### src/rtl/led_chase_pkg.sv
// Shared definitions for the LED two-dot chase decoder.
//   LED_WIDTH : default LED bus width (power of two, >= 4)
//   POS_W     : width of a dot position index for LED_WIDTH
//   ERR_CNT_W : width of the saturating bad-sample counter
//   state_t   : decoder FSM states
package led_chase_pkg;

    localparam int LED_WIDTH = 8;
    localparam int POS_W     = $clog2(LED_WIDTH);
    localparam int ERR_CNT_W = 8;

    typedef enum logic [1:0] {
        HUNT   = 2'd0,
        ACQ    = 2'd1,
        LOCKED = 2'd2
    } state_t;

endpackage

### src/rtl/led_pair_classify.sv
// Combinational classifier for one LED bus sample.
// Ports:
//   i_led   : observed LED bus
//   o_legal : 1 when exactly two cyclically adjacent bits are set
//   o_pos   : lower index of the lit pair; the wrap pair {WIDTH-1, 0}
//             reports WIDTH-1. Zero when the sample is illegal.
module led_pair_classify #(
    parameter int WIDTH = 8,
    parameter int PW    = $clog2(WIDTH)
) (
    input  logic [WIDTH-1:0] i_led,
    output logic             o_legal,
    output logic [PW-1:0]    o_pos
);

    logic [WIDTH-1:0] w_mask;

    // Compare against every legal two-dot mask; at most one can match,
    // so a whole-bus equality check also rejects extra or missing dots.
    always_comb begin
        o_legal = 1'b0;
        o_pos   = '0;
        w_mask  = '0;
        for (int i = 0; i < WIDTH; i++) begin
            w_mask                  = '0;
            w_mask[i]               = 1'b1;
            w_mask[(i + 1) % WIDTH] = 1'b1;
            if (i_led == w_mask) begin
                o_legal = 1'b1;
                o_pos   = PW'(i);
            end
        end
    end

endmodule

### src/rtl/led_chase_decoder.sv
// Receive-side decoder for the two-dot LED chaser. Samples the LED bus on
// strobe, locks onto the rotation, reports dot position and direction,
// counts completed laps and flags bad samples while locked.
// Ports:
//   i_clk      : clock, rising edge
//   i_rs       : synchronous active-low reset
//   i_en       : sample strobe; i_led_in is evaluated only when high
//   i_led_in   : observed LED bus
//   o_pos      : lower index of the lit pair
//   o_dir      : 0 = position increments, 1 = position decrements
//   o_locked   : high while locked onto the rotation
//   o_err      : one-cycle pulse per bad sample while locked
//   o_err_cnt  : bad samples since reset, saturating
//   o_lap_cnt  : completed laps, wrapping
//   o_state    : current FSM state (debug visibility)
module led_chase_decoder
    import led_chase_pkg::*;
#(
    parameter int WIDTH     = LED_WIDTH,
    parameter int LAP_W     = 8,
    parameter int ERR_LIMIT = 3
) (
    input  logic                    i_clk,
    input  logic                    i_rs,
    input  logic                    i_en,
    input  logic [WIDTH-1:0]        i_led_in,
    output logic [$clog2(WIDTH)-1:0] o_pos,
    output logic                    o_dir,
    output logic                    o_locked,
    output logic                    o_err,
    output logic [ERR_CNT_W-1:0]    o_err_cnt,
    output logic [LAP_W-1:0]        o_lap_cnt,
    output logic [1:0]              o_state
);

    localparam int PW     = $clog2(WIDTH);
    localparam int MISS_W = $clog2(ERR_LIMIT + 1);

    state_t               r_state, w_state_nxt;
    logic [PW-1:0]        r_pos, w_pos_nxt;
    logic                 r_dir, w_dir_nxt;
    logic                 r_locked;
    logic                 r_err, w_err_nxt;
    logic [ERR_CNT_W-1:0] r_err_cnt, w_err_cnt_nxt;
    logic [LAP_W-1:0]     r_lap_cnt, w_lap_nxt;
    logic [MISS_W-1:0]    r_miss, w_miss_nxt;

    logic                 w_legal;
    logic [PW-1:0]        w_pos_c;
    logic [PW-1:0]        w_pos_inc;
    logic [PW-1:0]        w_pos_dec;
    logic [PW-1:0]        w_exp;

    led_pair_classify #(
        .WIDTH (WIDTH),
        .PW    (PW)
    ) u_classify (
        .i_led   (i_led_in),
        .o_legal (w_legal),
        .o_pos   (w_pos_c)
    );

    // WIDTH is a power of two, so PW-bit arithmetic wraps modulo WIDTH.
    assign w_pos_inc = r_pos + 1'b1;
    assign w_pos_dec = r_pos - 1'b1;
    assign w_exp     = r_dir ? w_pos_dec : w_pos_inc;

    always_comb begin
        w_state_nxt   = r_state;
        w_pos_nxt     = r_pos;
        w_dir_nxt     = r_dir;
        w_miss_nxt    = r_miss;
        w_err_nxt     = 1'b0;
        w_err_cnt_nxt = r_err_cnt;
        w_lap_nxt     = r_lap_cnt;
        if (i_en) begin
            case (r_state)
                HUNT: begin
                    if (w_legal) begin
                        w_pos_nxt   = w_pos_c;
                        w_state_nxt = ACQ;
                    end
                end
                ACQ: begin
                    if (!w_legal) begin
                        w_state_nxt = HUNT;
                    end else if (w_pos_c == w_pos_inc) begin
                        w_dir_nxt   = 1'b0;
                        w_pos_nxt   = w_pos_c;
                        w_state_nxt = LOCKED;
                        // The step that achieves lock counts as a good step,
                        // including for lap completion.
                        if (w_pos_c == '0) w_lap_nxt = r_lap_cnt + 1'b1;
                    end else if (w_pos_c == w_pos_dec) begin
                        w_dir_nxt   = 1'b1;
                        w_pos_nxt   = w_pos_c;
                        w_state_nxt = LOCKED;
                        if (w_pos_c == '1) w_lap_nxt = r_lap_cnt + 1'b1;
                    end else begin
                        // Stalled (same position) or jumped: track and retry.
                        w_pos_nxt = w_pos_c;
                    end
                end
                LOCKED: begin
                    if (w_legal && (w_pos_c == w_exp)) begin
                        w_pos_nxt  = w_exp;
                        w_miss_nxt = '0;
                        if ((!r_dir && (w_exp == '0)) || (r_dir && (w_exp == '1)))
                            w_lap_nxt = r_lap_cnt + 1'b1;
                    end else begin
                        // Position is never re-synced while locked.
                        w_err_nxt = 1'b1;
                        if (r_err_cnt != '1) w_err_cnt_nxt = r_err_cnt + 1'b1;
                        if (r_miss == MISS_W'(ERR_LIMIT - 1)) begin
                            w_miss_nxt  = '0;
                            w_state_nxt = HUNT;
                        end else begin
                            w_miss_nxt = r_miss + 1'b1;
                        end
                    end
                end
                default: w_state_nxt = HUNT;
            endcase
        end
    end

    always_ff @(posedge i_clk) begin
        if (!i_rs) begin
            r_state   <= HUNT;
            r_pos     <= '0;
            r_dir     <= 1'b0;
            r_locked  <= 1'b0;
            r_err     <= 1'b0;
            r_err_cnt <= '0;
            r_lap_cnt <= '0;
            r_miss    <= '0;
        end else begin
            r_state   <= w_state_nxt;
            r_pos     <= w_pos_nxt;
            r_dir     <= w_dir_nxt;
            r_locked  <= (w_state_nxt == LOCKED);
            r_err     <= w_err_nxt;
            r_err_cnt <= w_err_cnt_nxt;
            r_lap_cnt <= w_lap_nxt;
            r_miss    <= w_miss_nxt;
        end
    end

    assign o_pos     = r_pos;
    assign o_dir     = r_dir;
    assign o_locked  = r_locked;
    assign o_err     = r_err;
    assign o_err_cnt = r_err_cnt;
    assign o_lap_cnt = r_lap_cnt;
    assign o_state   = r_state;

endmodule

### config.mk
export PLATFORM = sky130hd
export DESIGN_NAME = led_chase_decoder
export DESIGN_NICKNAME = d
export VERILOG_FILES = /design/src/rtl/led_chase_pkg.sv /design/src/rtl/led_pair_classify.sv /design/src/rtl/led_chase_decoder.sv
export SDC_FILE = /design/constraint.sdc
export NUM_CORES = 1
export LEC_CHECK = 0
export BUFFER_PORTS_ARGS = -buffer_cell sky130_fd_sc_hd__buf_2
export CAP_MARGIN = 20
export CORE_UTILIZATION = 45
export DETAILED_ROUTE_END_ITERATION = 7
export PLACE_DENSITY = 0.69
export RECOVER_POWER = 25
export REMOVE_ABC_BUFFERS = 1
export SETUP_SLACK_MARGIN = 0.15
export SLEW_MARGIN = 20
export SYNTH_ARGS = -nofsm -noshare
export SYNTH_HDL_FRONTEND = slang
export SYNTH_SLANG_ARGS = --single-unit
### constraint.sdc
create_clock -name i_clk -period 2.6 [get_ports i_clk]
set_input_delay 0.52 -clock i_clk [delete_from_list [all_inputs] [get_ports i_clk]]
set_output_delay 0.52 -clock i_clk [all_outputs]
set_load 0.02 [all_outputs]
==> results of run 1 <==
[worst register-to-register path, delay by kind of cell, from the launching register on]
family	cells	cell delay (ns)
flops	1	0.38
buf+inv	3	0.38
compound gates	2	0.31
fa+ha+maj	1	0.38
mux	1	0.18
simple gates	2	0.64
[through the flow]
stage               cells  hold WS, ns  setup TNS, ns  cell area [µm²]  setup WS [ns]
global route          325       0.5008              0             2395         0.1033
detailed placement    320       0.4660        -0.6135             2211        -0.1188
global placement      320       0.4524        -0.2013             2211       -0.04549
finish                325       0.4733              0             2395         0.1743
floorplan             208       0.4484              0             1755        0.07687
CTS                   324       0.4789              0             2277         0.1511
[registers in the layout, summed over array words and instances, names as in the netlist]
name,count
o_lap_cnt,8
o_err,1
o_state,2
r_miss,2
o_err_cnt,8
o_locked,1
o_pos,3
o_dir,1
[synth_stat cells (2+ instances only)]
cell type	count	area, µm²
nand3b_1	3	22.52
nor3_1	3	15.01
nor4_1	6	37.54
nor3b_1	2	15.01
a211oi_1	2	15.01
inv_1	7	26.28
nor2b_1	2	12.51
and4_1	2	17.52
nand3_1	14	70.07
nand2_1	28	105.1
nand4bb_1	2	22.52
ha_1	4	50.05
a21o_1	2	15.01
a21oi_1	9	45.04
clkbuf_1	7	26.28
nand4b_1	2	17.52
nand2b_1	9	56.30
dfxtp_1	26	520.5
a31oi_1	2	12.51
or4_1	2	15.01
o21ai_0	6	30.03
nor4b_1	2	17.52
nor4bb_1	2	20.02
xor2_1	8	70.07
and2_1	2	12.51
and3_1	7	43.79
nand4_1	2	12.51
mux2i_1	13	130.1
o41ai_1	5	43.79
o311ai_0	3	26.28
buf_2	3	15.01
nor2_1	7	26.28
xnor2_1	3	26.28
or3_1	2	12.51
[what timing repair did]
action	4_1_cts	5_1_grt
setup buffers	0	1
pin swaps	2	7
resized for setup	3	30
setup endpoints to repair	2	19
[final timing paths]
check / to / slack [ns]
max: o_dir$_SDFFE_PN0P_ / 0.17
min: o_lap_cnt[7]$_SDFFE_PN0P_ / 0.47
max reg2reg: o_dir$_SDFFE_PN0P_ / 0.27
min reg2reg: o_lap_cnt[7]$_SDFFE_PN0P_ / 0.47
[per-layer routing]
layer,part of all wire,vias to the layer above,wire [µm]
li1,-,934,-
met1,0.48,870,2236
met2,0.46,40,2152
met3,0.043,6,200
met4,0.013,0,61
met5,0,-,0
[layout make-up]
| class | count | area [µm²] |
|---|---|---|
| Inverter | 7 | 26.28 |
| Fill cell | 341 | 1349 |
| Tap cell | 48 | 60.06 |
| Clock buffer | 4 | 55.05 |
| Timing Repair Buffer | 65 | 406.6 |
| Sequential cell | 26 | 521.8 |
| Multi-Input combinational cell | 175 | 1325 |
[where the power goes]
group	internal, mW	switching [mW]	leakage (nW)
registers	0.398	0.00104	0.210
clock network	0.135	0.121	0.0288
logic	0.0381	0.0471	0.687
total	0.572	0.170	0.926
[cells by family (layout without fill, tap and decap cells)]
group                      Yosys count  count (layout)  share of synthesized area
buffers and inverters               18              76                    0.04028
DFF                                 26              26                     0.2889
AOI/OAI and AO/OA                   44              44                     0.1840
and+or+nand+nor                    103             103                     0.3333
adders and majority gates            4               4                    0.02778
xor gates and xnor gates            11              11                    0.05348
muxes                               13              13                    0.07222
==> flow_summary.yaml, run 1 <==
detailed_routing:
  finalWirelength_mm: 4.650
  ant_nets: 0
  first_iter_violations: 103
  drc: 0
  first_pass_iters: 4
  vias: 1850
  wl_per_cell_um: 14.31
  via_per_inst: 5.692
cts:
  cts-buffers-inserted: 3
  htreeDepth: 1
  clk_pin_slew_worst_paths_ns: 0.09
  clock_sink_count: 26
  ctsLongestPathBuffers: 2
  cts_tree: "yes"
  clk-insertion-delay-late_ns: 0.27
  postCtsHoldBufs: 0
  root_buffer: "clkbuf_8"
synth:
  yosysWarnings: 0
  synth_ff_type: "dfxtp_1"
  syn_area_um2: 1802
  postSynthCellCount: 219
  yosysSeqAreaShare: 0.2889
  ys_types: 54
  synth_edf_count: 0
  avgSynthCellArea_um2: 8.227
  synthArstFlopShare: 0
  synth.ff_latch_count: 26
finish:
  areaGrowthSynthToFinish_pct: 32.92
  num_antenna_cells: 0
  final_common_cell: "buf_4"
  finish.utilization: 0.6397
  drive_above_1_share: 0.2996
  fin_nets: 293
  final_cell_mix: "buf_4, nand2_1, dfxtp_1"
place:
  gp_congestion: 0.8480
  dpl.hpwl_mm: 3.411
  io_buffers: 34
sta:
  fin_crit_ns: 2.426
  worst_pin_slew_ns: 0.4888
  hold_viol_final: 0
  relSlewSlack: 0.6738
  skew_ns: 0.007575
  rsz0062_at_grt: "yes"
  finalSetupViolCount: 0
  drv_slew: 0
  finalCritPeriodShare: 0.9330
  fmax_ghz: 0.4123
die:
  io_pins: 35
  die_w_um: 65.28
  design.core.area_um2: 3744
  die_y_um: 65.28
  initial_core_util: 0.4813
  rows: 22
  die_area_um2: 4261
worst_setup_path:
  worst_r2r_path_depth: 9
  arrival_ns: 2.62
  cp.buffers_inverters: 2
  cpPeakStageDelay_ns: 0.40
  crit_chain: "buf_8, nor4_4, nand4b_1, and3_4, or3b_4, and4b_1, o21bai_2, buf_4, mux2i_1"
  required_ns: 2.79
  worstSetupStartpointType: "primary input"
  crit_path_end_kind: "register"
  timing.rr.start: "o_pos[1]$_SDFFE_PN0P_"
  critical_path.max_fanout: 4
  crit_start: "i_led_in[7]"
  critPathTopFamily: "simple AND/OR/NAND/NOR gates"
  slowest_stage: "or3b_4"
  setup.worst_path.class: "in2reg"
  crit_cells: 9
power_and_ir_drop:
  p_leak_nw: 0.9259
  vdd_drop_max_mv: 0.2932
  p_per_area_nw_per_um2: 309.5
  finalPower_mw: 0.7411
global_route:
  grt_pass1_vias: 1636
  grt_most_used_layer: "met2"
  overflow: 0
  use_met1: 0.3050
  antenna_found_initial: 0
  grt_usage: 0.2221
  grtUsageMet3: 0.03819
  grt_use_met2: 0.3505
  grt_max_degree: 30
  grt_pass1_wl_mm: 7.445
run:
  maxCapViolCount: 0
status:
  outcome: "finished, final reports clean"
min_path:
  whs_path_depth: 2
  hold_class: "reg2reg"
  hold_start: "o_lap_cnt[7]$_SDFFE_PN0P_"
Note: power is estimated with default switching activity, not from simulation.
==> inputs of run 2 (changes only) <==
Clock period 2.6 ns to 2.1 ns, I/O delays scaled along.
==> run 2 against run 1 <==
  * The flow now finishes with violations (negative setup slack)
  * Count of clock-buffer cells in the layout stayed put
  * Worst hold slack better by 0.031 ns
  * Routed wire length up 74%
  * Non-clock buffer count rose by 37
  * Final cell count grew 11%
  * Largest cell class unchanged
==> flow_summary.yaml, run 2 (synthesis gave the netlist of run 1 again) <==
power_and_ir_drop:
  p_sw_frac: 0.2558
  switching_power_mw: 0.2519
  p_per_area_nw_per_um2: 302.7
  vdd_drop_max_mv: 0.3363
  combPwrFrac: 0.163
  internal-power_mw: 0.7327
  p_leak_nw: 1.277
  clkPwrFrac: 0.336
  p_seq_frac: 0.501
worst_setup_path:
  slowest_stage: "a2111oi_4"
  timing.rr.start: "o_pos[1]$_SDFFE_PN0P_"
  crit_path_end_kind: "register"
  critPathCapture: "o_locked$_SDFF_PN0_"
  crit_cells: 9
  worstReg2RegEnd: "o_locked$_SDFF_PN0_"
  setup.worst_path.class: "in2reg"
  r2r_slack_ns: -0.26
  critical_path.max_fanout: 4
  cp.buffers_inverters: 2
  worst_r2r_path_depth: 9
  required_ns: 2.27
  worstSetupStartpointType: "primary input"
  arrival_ns: 2.61
  crit_chain: "buf_8, nor4_4, nand4b_1, and2_2, buf_4, a21oi_1, nand2_1, o21bai_4, a2111oi_4"
  cpPeakStageDelay_ns: 0.37
  critPathTopFamily: "simple AND/OR/NAND/NOR gates"
  crit_start: "i_led_in[5]"
detailed_routing:
  via_per_inst: 6.425
  first_pass_iters: 5
  drc: 0
  first_iter_violations: 207
  wl_per_cell_um: 22.31
  vias: 2326
  finalWirelength_mm: 8.075
  ant_nets: 0
place:
  placed_area_um2: 2331
  io_buffers: 34
  gp_congestion: 0.8598
  dp_cells: 336
  dpl.hpwl_mm: 3.522
global_route:
  antenna_found_initial: 0
  grt_max_degree: 30
  grt_pass1_vias: 2020
  use_met1: 0.3733
  grt_use_met2: 0.4832
  grtUsageMet3: 0.06597
  grt_most_used_layer: "met2"
  overflow: 0
  grt_pass1_wl_mm: 9.597
  grt_usage: 0.2923
die:
  rows: 22
  io_pins: 35
  die_area_um2: 4261
  initial_core_util: 0.4813
  die_y_um: 65.28
  design.core.area_um2: 3744
  die_w_um: 65.28
sta:
  hold_viol_final: 0
  setup_tns_ns: -3.516
  finalCritPeriodShare: 1.161
  fin_crit_ns: 2.438
  relSlewSlack: 0.6194
  fmax_ghz: 0.4102
  rsz0062_at_grt: "yes"
  hold_slack_ns: 0.5046
  drv_slew: 0
  worst_pin_slew_ns: 0.5703
  skew_ns: 0.009920
  setup_ws_ns: -0.3377
  finalSetupViolCount: 22
min_path:
  hold_class: "reg2reg"
status:
  violations: "negative setup slack"
  outcome: "complete, but fails checks"
finish:
  final_common_cell: "buf_4"
  drive_above_1_share: 0.5446
  fin_nets: 330
  num_antenna_cells: 0
  areaGrowthSynthToFinish_pct: 80.56
  fill_cells: 177
  final_area_um2: 3253
  finish.utilization: 0.8690
  final_cell_mix: "buf_4, nand2_1, dfxtp_1"
  finalNonFillerCells: 362
cts:
  cts-buffers-inserted: 3
  ctsLongestPathBuffers: 2
  htreeDepth: 1
  clock_sink_count: 26
  clk_pin_slew_worst_paths_ns: 0.09
  postCtsHoldBufs: 0
  clk-insertion-delay-late_ns: 0.28
  root_buffer: "clkbuf_8"
  cts_tree: "yes"
run:
  maxCapViolCount: 0
## run 2: changes by cell type in the layout (fill, tap and decap cells not counted), moves of 3 or more
cell / delta
buf_6: +16
o41ai_2: +3
o21ai_0: -3
o41ai_1: -3
nor4_1: -4
buf_2: +3
clkbuf_1: -6
nor4_4: +5
a21oi_1: -3
nand3_1: -3
buf_4: +21
and3_1: -3
## run 2: stage by stage
stage | power (mW) | worst slack, ns
floorplan | 0.5418 | -0.3231
global route | 1.015 | -0.3715
detailed placement | 0.6058 | -0.5630
CTS | 0.9482 | -0.1155
global placement | 0.6051 | -0.4596
finish | 0.9846 | -0.3377
## run 2: power by group through the flow
stage	logic [mW]	clock network (mW)	registers, mW
after global routing	0.166	0.355	0.493
after floorplan	0.0355	0	0.506
final	0.161	0.331	0.493
after CTS	0.128	0.326	0.494
after detailed placement	0.100	0	0.505
after global placement	0.0998	0	0.505
## run 2: layer usage
metal | routed length (µm) | up-vias
met1 | 3134 | 1117
met2 | 3950 | 155
li1 | - | 1005
met3 | 601 | 49
met4 | 388 | 0
met5 | 0 | -
## run 2: how the worst min path moves through the flow
stage                              start                   endpoint  slack (ns)  cells after the start
4_1_cts        o_lap_cnt[7]$_SDFFE_PN0P_  o_lap_cnt[7]$_SDFFE_PN0P_        0.48                      2
2_1_floorplan     r_miss[1]$_SDFFE_PN0P_     r_miss[1]$_SDFFE_PN0P_        0.45                      2
3_3_place_gp   o_lap_cnt[7]$_SDFFE_PN0P_  o_lap_cnt[7]$_SDFFE_PN0P_        0.46                      2
6_report       o_lap_cnt[7]$_SDFFE_PN0P_  o_lap_cnt[7]$_SDFFE_PN0P_        0.50                      2
5_1_grt        o_lap_cnt[7]$_SDFFE_PN0P_  o_lap_cnt[7]$_SDFFE_PN0P_        0.52                      2
3_5_place_dp   o_lap_cnt[7]$_SDFFE_PN0P_  o_lap_cnt[7]$_SDFFE_PN0P_        0.47                      2
## run 2: timing repair
action | in CTS | in global routing
resized for setup | 84 | 45
setup buffers | 13 | 9
endpoints found under the setup margin | 26 | 26
pin swaps | 30 | 27
## run 2: cell type report
| class | instances | area, µm² | area share |
|---|---|---|---|
| Multi-Input combinational cell | 175 | 1802 | 0.5538 |
| Timing Repair Buffer | 102 | 784.5 | 0.2412 |
| Sequential cell | 26 | 525.5 | 0.1615 |
| Tap cell | 48 | 60.06 | 0.01846 |
| Clock buffer | 4 | 55.05 | 0.01692 |
| Inverter | 7 | 26.28 | 0.008077 |
## run 2: worst reg2reg max path: cells and delay by family, from the launching register on
family	cells	cell delay, ns
compound gates	4	0.88
simple gates	1	0.42
flops	1	0.37
buf+inv	3	0.31
fa+ha+maj	1	0.27
==> inputs of run 3 (changes only) <==
Settings changed: CORE_UTILIZATION 45 to 50, PLACE_DENSITY 0.69 to 0.75.
==> run 3 against run 2 <==
  * The run still ends with negative setup slack left
  * Non-clock buffer count down 10
  * Critical path depth is the same
  * Clock skew is 0.0017 ns lower
  * Count of clock-buffer cells in the layout down 1
  * Sequential power is essentially flat
  * Combinational power shrank 19%
  * First-iteration DRC count fell by 28%
  * Maximum frequency increased by 6.5%
  * Flip-flop and latch count did not move
  * Final area down 12%
  * Worst setup slack better by 0.15 ns
  * Die area is 9.7% lower
  * Largest power group unchanged
  * Highest routed layer unchanged
==> flow_summary.yaml, run 3 (synthesis gave the netlist of run 1 again) <==
min_path:
  hold_start: "i_en"
  min_to: "o_pos[2]$_SDFFE_PN0P_"
  whs_path_depth: 3
  hold_class: "in2reg"
cts:
  cts_tree: "yes"
  cts-buffers-inserted: 3
  clk_pin_slew_worst_paths_ns: 0.15
  root_buffer: "clkbuf_4"
  ctsLongestPathBuffers: 2
  clock_sink_count: 26
  htreeDepth: 1
  clk-insertion-delay-late_ns: 0.35
global_route:
  grt_pass1_wl_mm: 8.411
  grt_pass1_vias: 1835
  grt_max_degree: 30
  antenna_found_initial: 0
  overflow: 0
  grt_usage: 0.2991
place:
  io_buffers: 34
  dpl.hpwl_mm: 3.421
  gp_congestion: 0.9139
detailed_routing:
  wl_per_cell_um: 19.09
  first_pass_iters: 4
  drc: 0
  vias: 2186
  finalWirelength_mm: 6.680
  via_per_inst: 6.246
  first_iter_violations: 149
  ant_nets: 0
worst_setup_path:
  cpPeakStageDelay_ns: 0.40
  worstSetupStartpointType: "primary input"
  r2r_slack_ns: -0.15
  crit_chain: "buf_2, nor3_1, buf_4, nand3_1, and3_4, or3b_4, a211oi_4, o21bai_2, a2111oi_2"
  critical_path.max_fanout: 5
  setup.worst_path.class: "in2reg"
  critPathTopFamily: "simple AND/OR/NAND/NOR gates"
  timing.rr.start: "o_pos[0]$_SDFFE_PN0P_"
  worst_r2r_path_depth: 7
  arrival_ns: 2.54
  slowest_stage: "or3b_4"
  worstReg2RegEnd: "o_locked$_SDFF_PN0_"
  cp.buffers_inverters: 2
  required_ns: 2.35
  crit_path_end_kind: "register"
power_and_ir_drop:
  switching_power_mw: 0.2403
  p_sw_frac: 0.2443
  p_per_area_nw_per_um2: 342.1
  p_leak_nw: 1.150
  combPwrFrac: 0.132
  clkPwrFrac: 0.366
  vdd_drop_max_mv: 0.4860
  internal-power_mw: 0.7434
  p_seq_frac: 0.502
finish:
  areaGrowthSynthToFinish_pct: 59.58
  num_antenna_cells: 0
  final_common_cell: "buf_4"
  drive_above_1_share: 0.4704
  fill_cells: 165
  fin_nets: 320
  final_cell_mix: "buf_4, nand2_1, buf_2"
  finish.utilization: 0.8483
run:
  maxCapViolCount: 0
die:
  rows: 21
  die_area_um2: 3848
  initial_core_util: 0.5316
  io_pins: 35
  die_w_um: 62.03
  design.core.area_um2: 3390
  die_y_um: 62.03
status:
  outcome: "complete, but fails checks"
  violations: "negative setup slack"
sta:
  finalCritPeriodShare: 1.090
  drv_slew: 0
  worst_pin_slew_ns: 0.5543
  finalSetupViolCount: 21
  skew_ns: 0.008177
  fmax_ghz: 0.4367
  setup_ws_ns: -0.1898
  fin_crit_ns: 2.290
  relSlewSlack: 0.6301
  hold_viol_final: 0
  rsz0062_at_grt: "yes"
  setup_tns_ns: -1.981
## run 3: tightest hold or removal path, stage by stage
cell and delay [ns]:
buf_2 0.18, a21oi_1 0.14, nor3b_1 0.05
## run 3: what timing repair did
| item | CTS | global route |
|---|---|---|
| hold buffers | 0 | 0 |
| pin swaps | 19 | 19 |
| resized for setup | 40 | 39 |
| setup buffers | 9 | 5 |
| endpoints found under the setup margin | 26 | 26 |
## run 3: final cells by class
class	count	area (µm²)	share of cell area
inverters	7	28.78	0.01001
flip-flops and latches	26	525.5	0.1828
well taps	46	57.56	0.02002
clock inverters	1	30.03	0.01044
repair buffers	92	643.1	0.2237
multi-input cells	175	1568	0.5453
clock buffers	3	22.52	0.007833
## run 3: power groups by stage
| stage | Clock, mW | Combinational, mW | Sequential [mW] |
|---|---|---|---|
| final | 0.360 | 0.130 | 0.494 |
| after global routing | 0.372 | 0.137 | 0.494 |
| after CTS | 0.348 | 0.110 | 0.495 |
| after detailed placement | 0 | 0.0999 | 0.505 |
| after global placement | 0 | 0.0981 | 0.505 |
| after floorplan | 0 | 0.0355 | 0.506 |
## run 3: worst max path at each step
stage | cells after the start | slack, ns | end | from
after floorplan | 7 | -0.32 | o_err_cnt[4]$_SDFFE_PN0P_ | i_led_in[3]
after global placement | 8 | -0.49 | o_lap_cnt[6]$_SDFFE_PN0P_ | i_led_in[0]
after detailed placement | 8 | -0.51 | o_err_cnt[4]$_SDFFE_PN0P_ | i_led_in[3]
after CTS | 9 | -0.06 | o_err_cnt[0]$_SDFFE_PN0P_ | i_led_in[1]
after global routing | 9 | -0.25 | o_locked$_SDFF_PN0_ | i_led_in[3]
final | 9 | -0.19 | o_locked$_SDFF_PN0_ | i_led_in[3]
## run 3: stage by stage
step	instances	hold slack [ns]	worst slack (ns)	power, mW	area, µm²
CTS	345	0.4488	-0.06089	0.9529	2628
global route	350	0.4846	-0.2493	1.003	2875
floorplan	208	0.4484	-0.3231	0.5418	1755
global placement	332	0.4539	-0.4851	0.6034	2313
finish	350	0.4735	-0.1898	0.9837	2875
detailed placement	332	0.4649	-0.5063	0.6052	2313
## run 3: layer usage
| metal | vias up | global-route usage | share of wire |
|---|---|---|---|
| met4 | 0 | 0.08254 | 0.044 |
| met1 | 1067 | 0.3881 | 0.42 |
| met5 | - | 0 | 0 |
| li1 | 981 | - | - |
| met2 | 102 | 0.5030 | 0.48 |
| met3 | 36 | 0.06004 | 0.054 |
